**src/rtl/sbb32_serial.sv**
```systemverilog
// rtl/sbb32_serial.sv - multi-cycle DIGIT-sliced subtract-with-borrow unit
//
// Computes D = A - B - BIN one DIGIT-wide slice per clock, LSB slice first,
// with a start/busy/done handshake. WIDTH must be a multiple of DIGIT.
//
// Ports:
//   clk       in   1        clock, rising edge
//   rst       in   1        asynchronous, active-high reset
//   start     in   1        request, sampled only while not busy
//   A         in   WIDTH    minuend, captured on the accepted start edge
//   B         in   WIDTH    subtrahend, captured on the accepted start edge
//   BIN       in   1        borrow-in, captured on the accepted start edge
//   busy      out  1        operation in progress (start ignored)
//   done      out  1        one-cycle pulse, D/overflow valid
//   D         out  WIDTH+1  {borrow-out, difference}
//   overflow  out  1        signed two's-complement overflow

module sbb32_serial #(
    parameter int WIDTH = 32,
    parameter int DIGIT = 8
) (
    input  logic             clk,
    input  logic             rst,
    input  logic             start,
    input  logic [WIDTH-1:0] A,
    input  logic [WIDTH-1:0] B,
    input  logic             BIN,
    output logic             busy,
    output logic             done,
    output logic [WIDTH:0]   D,
    output logic             overflow
);

    localparam int NDIG = WIDTH / DIGIT;
    localparam int CW   = (NDIG > 1) ? $clog2(NDIG) : 1;
    localparam logic [CW-1:0] LAST = CW'(NDIG - 1);

    typedef enum logic [1:0] {
        IDLE,
        RUN,
        DONE
    } state_t;

    state_t           state;
    logic [WIDTH-1:0] a_r;      // operands shift right one slice per cycle
    logic [WIDTH-1:0] b_r;
    logic [WIDTH-1:0] acc;      // difference slices enter at the top
    logic             brw;      // borrow chained between slices
    logic [CW-1:0]    cnt;

    logic [DIGIT:0]   slice;
    logic [WIDTH-1:0] diff_next;

    // The extra top bit of the (DIGIT+1)-bit difference goes negative
    // exactly when the slice underflows, i.e. it is the slice borrow-out.
    always_comb begin
        slice     = {1'b0, a_r[DIGIT-1:0]} - {1'b0, b_r[DIGIT-1:0]}
                    - {{DIGIT{1'b0}}, brw};
        diff_next = (acc >> DIGIT) | (WIDTH'(slice[DIGIT-1:0]) << (WIDTH - DIGIT));
    end

    always_ff @(posedge clk or posedge rst) begin
        if (rst) begin
            state    <= IDLE;
            busy     <= 1'b0;
            done     <= 1'b0;
            D        <= '0;
            overflow <= 1'b0;
            a_r      <= '0;
            b_r      <= '0;
            acc      <= '0;
            brw      <= 1'b0;
            cnt      <= '0;
        end else begin
            case (state)
                // DONE accepts a new start just like IDLE, giving back-to-back ops.
                IDLE, DONE: begin
                    done <= 1'b0;
                    if (start) begin
                        a_r   <= A;
                        b_r   <= B;
                        brw   <= BIN;
                        acc   <= '0;
                        cnt   <= '0;
                        busy  <= 1'b1;
                        state <= RUN;
                    end else begin
                        state <= IDLE;
                    end
                end
                RUN: begin
                    a_r <= a_r >> DIGIT;
                    b_r <= b_r >> DIGIT;
                    brw <= slice[DIGIT];
                    acc <= diff_next;
                    if (cnt == LAST) begin
                        // Top slice still holds the operand sign bits here.
                        D        <= {slice[DIGIT], diff_next};
                        overflow <= (a_r[DIGIT-1] != b_r[DIGIT-1]) &&
                                    (slice[DIGIT-1] != a_r[DIGIT-1]);
                        busy     <= 1'b0;
                        done     <= 1'b1;
                        state    <= DONE;
                    end else begin
                        cnt <= cnt + 1'b1;
                    end
                end
                default: begin
                    busy  <= 1'b0;
                    done  <= 1'b0;
                    state <= IDLE;
                end
            endcase
        end
    end

endmodule

```
**config.mk**
```make
export PLATFORM = sky130hd
export DESIGN_NAME = sbb32_serial
export DESIGN_NICKNAME = d
export VERILOG_FILES = /design/src/rtl/sbb32_serial.sv
export SDC_FILE = /design/constraint.sdc
export NUM_CORES = 1
export LEC_CHECK = 0
export BUFFER_PORTS_ARGS = -buffer_cell sky130_fd_sc_hd__buf_4
export CORE_AREA = 2 2 128 155
export DETAILED_ROUTE_END_ITERATION = 8
export DIE_AREA = 0 0 130 157
export PLACE_DENSITY_LB_ADDON = 0.2
export SYNTH_ARGS = -nofsm -noshare
export SYNTH_HDL_FRONTEND = slang
export SYNTH_SLANG_ARGS = --single-unit
```
**constraint.sdc**
```tcl
create_clock -name clk -period 4.8 [get_ports clk]
set_input_delay 0.96 -clock clk [delete_from_list [all_inputs] [get_ports clk]]
set_output_delay 0.96 -clock clk [all_outputs]
set_load 0.02 [all_outputs]
```
### Word level (Yosys, flattened, before mapping)

Index checks and enable logic that the tools add are counted.

* word-level logic and storage cells: 49
* output and inout port bits: 36
* input bits: 68
* register bits: 137

* reduce and logical (&&, ||, !) cells: 8
* bitwise logic cells: 1
* mux-type cells: 19
* equality and inequality tests: 8
* add/subtract/negate cells: 3

Operators by type and width (count)
* 32-bit case mux with 2 select lines: 3
* 32-bit 2-to-1 mux: 3
* 24-bit by 32-bit bitwise OR with 32-bit output: 1
* 8-bit by 8-bit subtractor with 9-bit output: 1
* 9-bit by 1-bit subtractor with 9-bit output: 1
* 2-bit case mux with 2 select lines: 2
* 1-bit 2-to-1 mux: 6
* 2-bit 2-to-1 mux: 3
* 2-bit inequality test, second input constant: 3
* 2-bit AND reduction: 3
* 2-bit == test, second input constant: 2
* 1-bit case mux with 2 select lines: 2
* 3-bit AND reduction: 1
* 2-bit by 1-bit adder with 2-bit output, second input constant: 1
* 2-bit by 1-bit == test with 1-bit output, second input constant: 1
* 2-bit logical NOT: 1
* 1-bit inequality test: 2
* 2-bit nonzero test: 1
* 2-bit OR reduction: 1
* 1-bit logical AND: 1

### Depth between registers and ports, before layout

* depth in word-level cells: 4
* depth in mapped cells: 8
* mapped depth without buffers: 8

### Least setup slack after synthesis

OpenSTA, ideal clock, no wires.

* path type: register to register
* start: register a_r[0]
* end: register overflow
* path slack: 2.598 ns
* required time: 4.696 ns
* arrival time: 2.098 ns
* library setup time: 0.104 ns
* period minus slack after synthesis: 2.202 ns
* buffers on the path: 0
* cell stages (with the launch flop): 8
* path through: dfrtp_1 fa_1 inv_1 ha_1 o211a_1 a211o_1 and3_1 o41ai_2

* cells in the longest elaborated chain, start to end: 4

Ends and longest elaborated chain
* start: declaration: RTL line 45 `logic [WIDTH-1:0] a_r;`
* start signal: assignment: RTL line 92 `a_r <= a_r >> DIGIT;`
* 8-bit by 8-bit subtractor with 9-bit output: RTL line 57 `slice = {1'b0, a_r[DIGIT-1:0]} - {1'b0, b_r[DIGIT-1:0]}`
* 9-bit by 1-bit subtractor with 9-bit output: RTL line 58 `- {{DIGIT{1'b0}}, brw};`
* 1-bit inequality test: RTL line 100 `(slice[DIGIT-1] != a_r[DIGIT-1]);`
* 1-bit logical AND: RTL line 99 `overflow <= (a_r[DIGIT-1] != b_r[DIGIT-1]) &&`
* end signal: assignment: RTL line 99
* end: declaration: RTL line 31 `output logic overflow`

No other way between the ends.
A chain may end at the register's enable or synchronous reset.

### Worst setup path in the final report

* start: input start
* end: register a_r[19]

* cells in the longest elaborated chain, start to end: 2

Ends and longest elaborated chain
* start: declaration: RTL line 24 `input logic start,`
* 2-bit inequality test (no source line)
* 2-bit AND reduction (no source line)

No other way between the ends.

==> results.json <==
{
  "fin_crit_ns": 2.41,
  "drt_first_iter_violations": 195,
  "timing.max_cap.violations": 0,
  "mappedNetlistArea_um2": 5420,
  "hold_path.class": "reg -> reg",
  "io_pins": 104,
  "clockBufferDepth": 2,
  "detailed_placer_s_ending_hpwl_um": 8720,
  "antenna_cells_inserted": 0,
  "fillCellCount": 1889,
  "synthesis.instances": 492,
  "crit_type": "in -> reg",
  "max_slew_margin_pct": 18.9,
  "rsz0062_at_grt": "false",
  "yosys.cell_types.count": 36,
  "clock_tree.root_cell": "sky130_fd_sc_hd__clkbuf_16",
  "final.period_utilization_pct": 50.2,
  "core_area_um2": 18800,
  "timing.fmax_mhz": 415,
  "crit_fanout": 51,
  "routed_wire_length_per_instance_um": 15.1,
  "timing.final.ws_setup_ns": 2.39,
  "tritoncts.num_buffers": 17,
  "count_of_nets_left_with_antenna_violations_after_detail_routing": 0,
  "cts_htree_levels": 4,
  "irDropWorstVdd_mv": 0.282,
  "report.final.hold_viol_count": 0,
  "seq_area_frac_synth_pct": 59.1,
  "die_area_um2": 20400,
  "drc_violations": 0,
  "critical_path.reg2reg.startpoint": "a_r[0]",
  "initial_core_util_pct": 28.9,
  "finish.net_count": 674,
  "setup.worst_path.end_class": "flip-flop",
  "dpl_worst_slack_ns": 1.98,
  "post-cts-setup-buffers": 0,
  "antenna_found_initial": 0,
  "vias_in_the_first_global_route": 4153,
  "layout-area-overhead-vs-synth_pct": 30.7,
  "reg2regPathDepth": 7,
  "hold_buffers": 0,
  "drt_first_pass_iters": 4,
  "synth.ff_latch_count": 128,
  "clock_skew_ns": 0.00737,
  "clk_pin_slew_worst_paths_ns": 0.06,
  "worst_hold_path.endpoint": "D[31]",
  "crit-reg2reg-capture": "overflow",
  "final-max-slew-violation-count": 0,
  "drive_gt1_share_pct": 29.1,
  "worst_setup_path_start_kind": "input port",
  "track_usage_pct": 13.5,
  "grt_first_pass_wirelength_um": 21200,
  "power_per_cell_area_nw_per_um2": 837,
  "timing.reg2reg.setup_slack_ns": 2.42,
  "worstSetupStartpoint": "start",
  "chipHeight_um": 157,
  "min_path_cells": 2,
  "dr_total_vias": 3994,
  "timing.critical_path.arrival_ns": 2.71,
  "cellLeakagePower_uw": 0.00337,
  "row_count": 55,
  "outcome": "finished clean",
  "grt_max_degree": 104,
  "tritoncts_num_sinks": 128,
  "synth_fp_nets": 577,
  "place_congestion": 0.806,
  "avgSynthCellArea_um2": 11.0,
  "finalSetupTns_ns": 0,
  "place.port_buffers": 103,
  "clkLatencyLatePin_ns": 0.41,
  "hold_path.startpoint": "D[31]",
  "floorplan.die.width_um": 130,
  "residual_overflow_from_global_routing": 0,
  "ctsResizeCount": 0,
  "critPathRequiredTime_ns": 5.10,
  "routed_wire_length_um": 13000,
  "finalSetupViolations": 0,
  "max_slew.worst_pin.slew_ns": 1.21,
  "ys_warn_count": 0,
  "vias_per_cell": 4.66,
  "cts_tree": "yes"
}
-- registers in the layout, indices dropped and copies added (netlist names) --
register,count
b_r,32
state,2
D,33
acc,24
cnt,2
busy,1
overflow,1
a_r,32
brw,1
-- metrics by stage --
stage | utilization [%] | instance area (um^2) | cells | power, uW | hold WS [ns]
2_1_floorplan | - | 5420 | 492 | 3820 | 0.462
3_3_place_gp | 34.4 | 6450 | 826 | 4560 | 0.469
3_5_place_dp | 34.4 | 6450 | 826 | 4630 | 0.468
4_1_cts | 37.7 | 7090 | 858 | 6020 | 0.480
5_1_grt | 37.7 | 7090 | 858 | 6430 | 0.500
6_report | 37.7 | 7090 | 858 | 5930 | 0.474
-- area by class of cell --
class	count	area, um^2	area share (%)
Clock buffer	19	443	6.25
Tap cell	256	320	4.52
Sequential cell	128	3200	45.2
Multi-Input combinational cell	307	2010	28.4
Timing Repair Buffer	108	811	11.4
Clock inverter	13	188	2.65
Inverter	27	106	1.50
-- layer usage --
| metal | GRT usage [%] | routed length (um) | vias to the layer above |
|---|---|---|---|
| li1 | - | - | 1942 |
| met4 | 4.15 | 146 | 0 |
| met5 | 0 | 0 | - |
| met3 | 5.17 | 838 | 12 |
| met2 | 21.0 | 6030 | 120 |
| met1 | 17.4 | 5950 | 1920 |
-- worst max-delay path, cell delays in order --
cell	delay, ns
sky130_fd_sc_hd__buf_4	0.12
sky130_fd_sc_hd__nand2b_2	0.06
sky130_fd_sc_hd__buf_4	0.44
sky130_fd_sc_hd__nand2_1	0.54
sky130_fd_sc_hd__buf_4	0.39
sky130_fd_sc_hd__nor2_1	0.13
sky130_fd_sc_hd__nor2_1	0.05
-- worst max-delay path by stage --
| stage | to | slack [ns] |
|---|---|---|
| after floorplan | D[0] | 0.43 |
| after global placement | a_r[19] | 2.04 |
| after detailed placement | a_r[19] | 1.98 |
| after CTS | overflow | 2.39 |
| after global routing | a_r[15] | 2.21 |
| final | a_r[19] | 2.39 |
-- logic make-up (layout without fill, tap and decap cells) --
kind of cell / count (synthesis) / in the layout / synth area share (%)
AOI/OAI and AO/OA: 134 / 134 / 17.3
xor gates and xnor gates: 5 / 5 / 0.808
adders and majority gates: 17 / 17 / 4.20
buffers and inverters: 57 / 167 / 4.15
DFF: 128 / 128 / 59.1
muxes: 24 / 24 / 4.98
and+or+nand+nor: 127 / 127 / 9.48
-- cell usage after synthesis, drive strengths merged --
cell type / count / area, um^2
a211oi: 1 / 7.51
and3: 3 / 20.0
xor2: 3 / 26.3
dfrtp: 128 / 3200
or2: 2 / 12.5
a21o: 1 / 8.76
a21boi: 2 / 15.0
a2111o: 2 / 22.5
o21a: 2 / 15.0
ha: 15 / 188
a21oi: 14 / 70.1
inv: 27 / 101
xnor2: 2 / 17.5
nand2: 26 / 97.6
or3: 1 / 6.26
o211ai: 5 / 37.5
fa: 2 / 40.0
mux2: 24 / 270
a22o: 32 / 280
buf: 13 / 60.1
o21ai: 16 / 80.1
nand2b: 4 / 25.0
o31ai: 4 / 30.0
o2111ai: 1 / 8.76
o22ai: 48 / 300
o41ai: 1 / 16.3
o211a: 2 / 20.0
a211o: 3 / 26.3
clkbuf: 17 / 63.8
nor2b: 2 / 12.5
nand3: 1 / 5.00
nor3b: 1 / 7.51
nor3: 1 / 5.00
nor2: 86 / 323
-- power by group --
group          switching (uW)  internal [uW]
clock                     469            883
combinational            1550           1150
sequential                286           1600
-- placed cells by master (no fill, tap or decap), types with 3 or more instances in the layout --
| master | Yosys | layout |
|---|---|---|
| sky130_fd_sc_hd__dfrtp_1 | 128 | 128 |
| sky130_fd_sc_hd__ha_1 | 15 | 15 |
| sky130_fd_sc_hd__a211o_1 | 3 | 3 |
| sky130_fd_sc_hd__xor2_1 | 3 | 3 |
| sky130_fd_sc_hd__clkinv_4 | 0 | 4 |
| sky130_fd_sc_hd__nand2_1 | 26 | 25 |
| sky130_fd_sc_hd__o211ai_1 | 5 | 5 |
| sky130_fd_sc_hd__nor2_1 | 86 | 85 |
| sky130_fd_sc_hd__o31ai_1 | 4 | 4 |
| sky130_fd_sc_hd__a22o_1 | 32 | 32 |
| sky130_fd_sc_hd__mux2_2 | 24 | 24 |
| sky130_fd_sc_hd__o22ai_1 | 48 | 48 |
| sky130_fd_sc_hd__clkbuf_16 | 0 | 17 |
| sky130_fd_sc_hd__clkinvlp_4 | 0 | 3 |
| sky130_fd_sc_hd__inv_1 | 27 | 26 |
| sky130_fd_sc_hd__o21ai_0 | 16 | 16 |
| sky130_fd_sc_hd__a21oi_1 | 14 | 14 |
| sky130_fd_sc_hd__bufinv_16 | 0 | 4 |
| sky130_fd_sc_hd__buf_4 | 0 | 108 |
Note: power is estimated with default switching activity, not from simulation.
